`src/rtl/sdram_arb_pkg.sv`:
```
// Shared types and constants for the SDRAM write arbiter.
package sdram_arb_pkg;

   localparam int unsigned DATA_W   = 128;
   localparam int unsigned BE_W     = 16;
   localparam int unsigned NUM_RQ   = 2;
   localparam int unsigned RQ_IDX_W = 1;

   typedef enum logic {
      IDLE  = 1'b0,
      BURST = 1'b1
   } state_t;

   // One-hot grant vector to requester index.
   function automatic logic [RQ_IDX_W-1:0] oh2idx(input logic [NUM_RQ-1:0] oh);
      logic [RQ_IDX_W-1:0] idx;
      idx = '0;
      for (int unsigned i = 0; i < NUM_RQ; i++) begin
         if (oh[i]) idx = RQ_IDX_W'(i);
      end
      return idx;
   endfunction

endpackage

```
`src/rtl/sdram_arb_rr_sel.sv`:
```
// Round-robin selector: search starts just after the last-granted requester.
module sdram_arb_rr_sel
   import sdram_arb_pkg::*;
(
   input  logic [NUM_RQ-1:0]   req,
   input  logic [RQ_IDX_W-1:0] last_gnt,
   output logic [NUM_RQ-1:0]   gnt
);

   logic                found;
   logic [RQ_IDX_W-1:0] pos;

   always_comb begin
      gnt   = '0;
      found = 1'b0;
      pos   = '0;
      for (int unsigned i = 1; i <= NUM_RQ; i++) begin
         pos = RQ_IDX_W'((32'(last_gnt) + i) % NUM_RQ);
         if (!found && req[pos]) begin
            gnt[pos] = 1'b1;
            found    = 1'b1;
         end
      end
   end

endmodule

```
`src/rtl/sdram_wr_arb.sv`:
```
// Two-requester round-robin burst write arbiter driving an Avalon-MM SDRAM write port.
// Optional per-requester accepted-beat counters under `define SDRAM_WR_ARB_STATS_EN.
module sdram_wr_arb
   import sdram_arb_pkg::*;
#(
   parameter int unsigned ADDR_W  = 28,
   parameter int unsigned BURST_W = 8
) (
   input  logic               clk_i,
   input  logic               rst_n_i,

   input  logic [ADDR_W-1:0]  rq0_address_i,
   input  logic [BURST_W-1:0] rq0_burstcount_i,
   input  logic [DATA_W-1:0]  rq0_writedata_i,
   input  logic [BE_W-1:0]    rq0_byteenable_i,
   input  logic               rq0_write_i,
   output logic               rq0_waitrequest_o,

   input  logic [ADDR_W-1:0]  rq1_address_i,
   input  logic [BURST_W-1:0] rq1_burstcount_i,
   input  logic [DATA_W-1:0]  rq1_writedata_i,
   input  logic [BE_W-1:0]    rq1_byteenable_i,
   input  logic               rq1_write_i,
   output logic               rq1_waitrequest_o,

   output logic [ADDR_W-1:0]  sdram_address_o,
   output logic [BURST_W-1:0] sdram_burstcount_o,
   output logic [DATA_W-1:0]  sdram_writedata_o,
   output logic [BE_W-1:0]    sdram_byteenable_o,
   output logic               sdram_write_o,
   input  logic               sdram_waitrequest_i,

`ifdef SDRAM_WR_ARB_STATS_EN
   input  logic               stats_clr_i,
   output logic [31:0]        rq0_beat_cnt_o,
   output logic [31:0]        rq1_beat_cnt_o,
`endif

   output logic               busy_o
);

   state_t              state;
   logic [RQ_IDX_W-1:0] gnt_idx;
   logic [RQ_IDX_W-1:0] last_gnt;
   logic [RQ_IDX_W-1:0] sel_idx;
   logic [NUM_RQ-1:0]   req;
   logic [NUM_RQ-1:0]   sel;
   logic [BURST_W-1:0]  beat_cnt;
   logic [BURST_W-1:0]  bc_q;
   logic [ADDR_W-1:0]   addr_q;
   logic [BURST_W-1:0]  entry_bc;
   logic [ADDR_W-1:0]   entry_addr;
   logic                accept;

   assign req = {rq1_write_i, rq0_write_i};

   sdram_arb_rr_sel u_rr_sel (
      .req      (req),
      .last_gnt (last_gnt),
      .gnt      (sel)
   );

   assign sel_idx = oh2idx(sel);

   // Burst parameters of the winner; a zero burstcount means one beat.
   always_comb begin
      entry_addr = rq0_address_i;
      entry_bc   = rq0_burstcount_i;
      if (sel_idx == RQ_IDX_W'(1)) begin
         entry_addr = rq1_address_i;
         entry_bc   = rq1_burstcount_i;
      end
      if (entry_bc == '0) entry_bc = BURST_W'(1);
   end

   assign accept = sdram_write_o && !sdram_waitrequest_i;

   // Grant FSM: grant is held until the last beat is accepted.
   always_ff @(posedge clk_i or negedge rst_n_i) begin
      if (!rst_n_i) begin
         state    <= IDLE;
         gnt_idx  <= '0;
         last_gnt <= RQ_IDX_W'(1);
         beat_cnt <= '0;
         addr_q   <= '0;
         bc_q     <= '0;
      end else begin
         unique case (state)
            IDLE: begin
               if (|req) begin
                  state    <= BURST;
                  gnt_idx  <= sel_idx;
                  beat_cnt <= entry_bc;
                  addr_q   <= entry_addr;
                  bc_q     <= entry_bc;
               end
            end
            BURST: begin
               if (accept) begin
                  if (beat_cnt == BURST_W'(1)) begin
                     state    <= IDLE;
                     last_gnt <= gnt_idx;
                     beat_cnt <= '0;
                  end else begin
                     beat_cnt <= beat_cnt - BURST_W'(1);
                  end
               end
            end
            default: state <= IDLE;
         endcase
      end
   end

   // Data path follows the granted requester combinationally while in BURST.
   always_comb begin
      sdram_write_o      = 1'b0;
      sdram_writedata_o  = '0;
      sdram_byteenable_o = '0;
      rq0_waitrequest_o  = 1'b1;
      rq1_waitrequest_o  = 1'b1;
      if (state == BURST) begin
         if (gnt_idx == RQ_IDX_W'(0)) begin
            sdram_write_o      = rq0_write_i;
            sdram_writedata_o  = rq0_writedata_i;
            sdram_byteenable_o = rq0_byteenable_i;
            rq0_waitrequest_o  = sdram_waitrequest_i;
         end else begin
            sdram_write_o      = rq1_write_i;
            sdram_writedata_o  = rq1_writedata_i;
            sdram_byteenable_o = rq1_byteenable_i;
            rq1_waitrequest_o  = sdram_waitrequest_i;
         end
      end
   end

   assign sdram_address_o    = addr_q;
   assign sdram_burstcount_o = bc_q;
   assign busy_o             = (state == BURST);

`ifdef SDRAM_WR_ARB_STATS_EN
   // Accepted-beat counters; clear has priority over a same-cycle beat.
   always_ff @(posedge clk_i or negedge rst_n_i) begin
      if (!rst_n_i) begin
         rq0_beat_cnt_o <= '0;
         rq1_beat_cnt_o <= '0;
      end else if (stats_clr_i) begin
         rq0_beat_cnt_o <= '0;
         rq1_beat_cnt_o <= '0;
      end else if (accept) begin
         if (gnt_idx == RQ_IDX_W'(0)) rq0_beat_cnt_o <= rq0_beat_cnt_o + 32'd1;
         else                         rq1_beat_cnt_o <= rq1_beat_cnt_o + 32'd1;
      end
   end
`endif

endmodule

```
`config.mk`:
```
export PLATFORM = sky130hd
export DESIGN_NAME = sdram_wr_arb
export DESIGN_NICKNAME = d
export VERILOG_FILES = /design/src/rtl/sdram_arb_pkg.sv /design/src/rtl/sdram_arb_rr_sel.sv /design/src/rtl/sdram_wr_arb.sv
export SDC_FILE = /design/constraint.sdc
export NUM_CORES = 1
export LEC_CHECK = 0
export ABC_CLOCK_PERIOD_IN_PS = 4400
export CORE_AREA = 2 2 213 215
export CTS_BUF_LIST = sky130_fd_sc_hd__clkbuf_8
export CTS_CLUSTER_SIZE = 24
export DETAILED_ROUTE_END_ITERATION = 10
export DIE_AREA = 0 0 215 217
export MAX_ROUTING_LAYER = met4
export SYNTH_ARGS = -nofsm -noshare
export SYNTH_HDL_FRONTEND = slang
export SYNTH_SLANG_ARGS = --single-unit
```
`constraint.sdc`:
```
create_clock -name clk_i -period 4.4 [get_ports clk_i]
set_input_delay 0.88 -clock clk_i [delete_from_list [all_inputs] [get_ports clk_i]]
set_output_delay 0.88 -clock clk_i [all_outputs]
set_load 0.1 [all_outputs]
```
==> results of run 1 <==
cells in the mapped netlist, types with 2 or more instances:
cell	number
buf_2	18
a221o_1	3
a22o_1	4
buf_1	9
or4_1	2
nor3b_1	2
o21ai_1	38
nand3_1	2
nand2_1	36
inv_1	3
nor2_1	157
nor4_1	2
ha_1	2
clkbuf_1	19
mux2i_1	180
nand2b_1	2
a21o_1	3
dfrtp_1	46
nor3_1	6
a21oi_1	4
o211ai_1	3
metal layers:
| layer | track usage, % |
|---|---|
| met1 | 14.2 |
| met2 | 18.0 |
| met3 | 2.42 |
| met4 | 2.53 |
| met5 | - |
kinds of logic after synthesis:
| family | count (synthesis) |
|---|---|
| buffers and inverters | 52 |
| AND/OR/NAND/NOR | 215 |
| multiplexers | 181 |
| AO/OA/AOI/OAI | 68 |
| adder cells (fa/ha/maj) | 2 |
| flip-flops | 47 |
stage by stage:
stage                     hold slack, ns  setup slack [ns]  utilization (%)  area (µm²)  cells
after global routing               0.531             0.911             23.4       10500   1688
after CTS                          0.497              1.04             23.4       10500   1687
after detailed placement           0.466              1.22             23.1       10300   1679
after global placement             0.464              1.25             23.1       10300   1679
after floorplan                    0.509             0.704                -        4540    565
==> impl_results.md, run 1 <==
- Post-synthesis sequential area ratio: 26.0%
- Cells after Synth: 565
- Num CTS Buffers: 5
- XOR/XNOR Fraction of Synth Area: 0%
- Net count after synthesis: 932
- Warnings, synthesis: 0
- Total GRT Usage: 11.1%
- Yosys top cell area share: 39.7%
- Pin count of the biggest net entering global routing: 69
- Starting Density: 10.2%
- # rows: 78
- Simple-gate share of the synthesized area: 19.1%
- EDFF count, synth: 0
- Avg Cell Area, Syn: 8.03 µm²
- First-pass GRT wire length: 38.5 mm
- Largest family of logic cells by synthesized area: multiplexers
- Mux share of post-synthesis cell area: 40.0%
- CTS sink cnt: 47
- Top post-synthesis cells by area: mux2i_1 (40%), dfrtp_1 (25%), nor2_1 (13%)
- H-tree depth: 2
- Vias in the first global route: 6024
- Maximum root-to-sink buffer count: 2
- Die Y: 217 µm
- Grt total ovfl: 0
- Halt Stage: 5_2_route
- Post-Synth Adder-Cell Area: 0.552%
- Initial antenna violation count: 2
- Routability Congestion: 0.883
- Asr flop ratio synth: 100%
- Die Wd: 215 µm
- Ys flop type: dfrtp_1
- Unique masters post-synth: 45
- PostCTS Resize Cnt: 0
- CTS root buffer: clkbuf_8
- DP Wirelength: 23.4 mm
- Status: stopped before the end
- Post-synth top area cell: mux2i_1
- Post-CTS setup buffers: 0
- Syn Std Cell Area: 0.00454 mm²
- Compound-cell area share of the yosys netlist: 9.40%
- Port bufs: 548
- Stop err: [ERROR DRT-0255] Maze Route cannot find path of net rq0_writedata_i[29] in worker of routeBox ( 193200 0 ) ( 215000 48300 ).
- Post-synthesis register bit count: 47
- CTS Hold Bufs: 0
- Top-level I/O count: 549
==> run 2: changes to the inputs <==
- CORE_AREA: 2 2 213 215 -> 2 2 216 218
- CTS_BUF_LIST: sky130_fd_sc_hd__clkbuf_8 -> default
- CTS_CLUSTER_SIZE: 24 -> default
- DIE_AREA: 0 0 215 217 -> 0 0 218 220
- MAX_ROUTING_LAYER: met4 -> default
- PLACE_DENSITY_LB_ADDON: default -> 0.15
==> run 2 against run 1 <==
  * The run now ends clean
  * Global-route usage up 0.33 points
  * Synthesized cell count did not move
  * Area after synthesis did not move
==> impl_results.md, run 2 <==
- Status: finished, final reports clean
- Post-CTS setup buffers: 0
- Clk slew on worst S/H paths: 0.07 ns
- Vias: 6099
- Startpoint types: flop
- Met1 Usage GRT: 14.3%
- Worst EP arrival: 2.38 ns
- Final WL: 31.0 mm
- Vias in the first global route: 5781
- Crit-path leading delay family: flip-flops
- Yosys top cell area share: 39.7%
- DRT iter0 DRCs: 229
- EDFF count, synth: 0
- Max-cap violations: 0
- Cells after Synth: 565
- Fmax: 307 MHz
- Worst Hold Class: reg2reg
- GR peak layer: met2
- CTS Hold Bufs: 0
- Slowest Stage Delay on Critical Path: 0.80 ns
- # rows: 79
- Top-level I/O count: 549
- RSZ-0062 raised after global routing: false
- Asr flop ratio synth: 100%
- Die Y: 220 µm
- Setup TNS: 0 ns
- Peak supply drop: 0.000341 V
- Final count of hold timing violations: 0
- Syn Std Cell Area: 0.00454 mm²
- Layout area overhead: 133%
- H-tree depth: 2
- Fillers: 5051
- Critical path capture point type: output pin
- Routability Congestion: 0.744
- Period utilisation layout: 74.0%
- Critical Path RT: 3.52 ns
- Warnings, synthesis: 0
- Fin nets: 1459
- Net count after synthesis: 932
- Avg Cell Area, Syn: 8.03 µm²
- CTS root buffer: clkbuf_16
- Crit path time final: 3.26 ns
- Crit-path cells: buf_4 > mux2i_1 > nor2_1 > buf_4
- Most frequent cells in the layout: clkdlybuf4s50_1 (400), mux2i_1 (180), buf_4 (164), nor2_1 (157), dfrtp_1 (45)
- Post-synthesis register bit count: 47
- Worst reg-to-reg path cell count: 4
- Via density: 3.59
- WP buf/inv: 2
- # DRC: 0
- Leading cell types by count after synthesis: mux2i_1 (180), nor2_1 (157), dfrtp_1 (46)
- Pin count of the biggest net entering global routing: 71
- Die area: 0.0480 mm²
- Total GRT Usage: 11.5%
- Post-synthesis sequential area ratio: 26.0%
- CTS tree: built
- Drt first pass iters: 5
- Max reg flops: 28
- Top post-synthesis cells by area: mux2i_1 (40%), dfrtp_1 (25%), nor2_1 (13%)
- Post-synth top area cell: mux2i_1
- Pre-CTS setup slack: 1.17 ns
- Starting Density: 9.89%
- Most used cell along the critical path: buf_4
- Hold path depth: 1
- Met2 GRT Util: 20.6%
- LEAKAGE: 4.23 nW
- Final ANT Viol Nets: 0
- Ratio of cells with drive above 1 in the final layout: 16.7%
- CTS sink cnt: 47
- Most common cell after layout, fill and taps aside: clkdlybuf4s50_1
- Core area: 0.0459 mm²
- Routed length per instance: 18.2 µm
- Port bufs: 548
- Power density over the cells: 619 mW/mm²
- Kind of critical path: reg2out
- Slowest CP cell: dfrtp_4
- Unique masters post-synth: 45
- Relative slew slack: 30.3%
- Skew-Pair Late Insertion Delay: 0.29 ns
- Clock skew: 0.00814 ns
- FF+latch area: 0.00118 mm²
- Ys flop type: dfrtp_1
- CP max FO: 28
- Slew Viols, Final: 0
- Initial antenna violation count: 1
- # setup viols final: 0
- Area occupied by multi-input gates: 0.00315 mm²
- Num CTS Buffers: 5
- Die Wd: 218 µm
- PostCTS Resize Cnt: 0
- Worst setup margin: 1.14 ns
- Most frequent cell after synthesis: mux2i_1
- DP Wirelength: 26.1 mm
- Grt total ovfl: 0
- GR Util met3: 2.54%
- Slew @ Worst Pin: 1.04 ns
- Cell depth of the worst setup path: 4
- First-pass GRT wire length: 40.5 mm
- Maximum root-to-sink buffer count: 2
==> run 2: final cells by class <==
type | instances | share of cell area (%)
Clock inverter | 1 | 0.0829
Multi-Input combinational cell | 466 | 29.8
Clock buffer | 7 | 1.35
Tap cell | 607 | 7.19
Timing Repair Buffer | 568 | 50.2
Antenna cell | 1 | 0.0237
Sequential cell | 47 | 11.2
Inverter | 4 | 0.166
==> run 2: cells by family after synthesis <==
kind of cell,after synthesis,synth area share [%]
AO/OA/AOI/OAI,68,9.40
adder cells (fa/ha/maj),2,0.551
buffers and inverters,52,5.05
flip-flops,47,26.0
multiplexers,181,40.0
AND/OR/NAND/NOR,215,19.1
==> run 2: worst paths after layout <==
| path | start | end | slack [ns] |
|---|---|---|---|
| worst max-delay path | gnt_idx$_DFFE_PN0P_ | sdram_writedata_o[59] | 1.14 |
| worst min-delay path | sdram_burstcount_o[6]$_DFFE_PN0P_ | sdram_burstcount_o[6]$_DFFE_PN0P_ | 0.48 |
| worst max register to register | busy_o$_DFF_PN0_ | beat_cnt[3]$_DFFE_PN0P_ | 2.12 |
| worst min register to register | sdram_burstcount_o[6]$_DFFE_PN0P_ | sdram_burstcount_o[6]$_DFFE_PN0P_ | 0.48 |
| max in group asynchronous | rst_n_i | sdram_burstcount_o[2]$_DFFE_PN0P_ | 3.07 |
| min in group asynchronous | rst_n_i | sdram_address_o[20]$_DFFE_PN0P_ | 0.51 |
==> run 2: power by group <==
group          switching, mW  total, mW  internal, mW
sequential             0.144      0.646         0.502
combinational           4.11       5.49          1.38
clock                  0.179      0.407         0.228
total                   4.43       6.54          2.11
==> run 2: worst register-to-register path: stages (launching register included) <==
cell	delay (ns)
dfrtp_1	0.77
o21bai_4	0.27
buf_4	0.59
nor2_1	0.24
a221o_1	0.29
==> run 2: stage by stage <==
stage               cells  total power [mW]  hold slack, ns  utilization, %  area [µm²]
finish               1701              6.54           0.476            23.0       10600
global route         1701              6.79           0.494            23.0       10600
CTS                  1700              6.61           0.483            23.0       10600
detailed placement   1692              6.18           0.469            22.7       10400
global placement     1692              6.20           0.466            22.7       10400
floorplan             565              4.76           0.509               -        4540
==> run 2: routing by layer <==
layer	up-vias	share of wire (%)
li1	3011	-
met1	2771	41
met2	303	51
met3	14	7.7
met4	0	0.74
met5	-	0
Power figures use the tool's default switching activity.
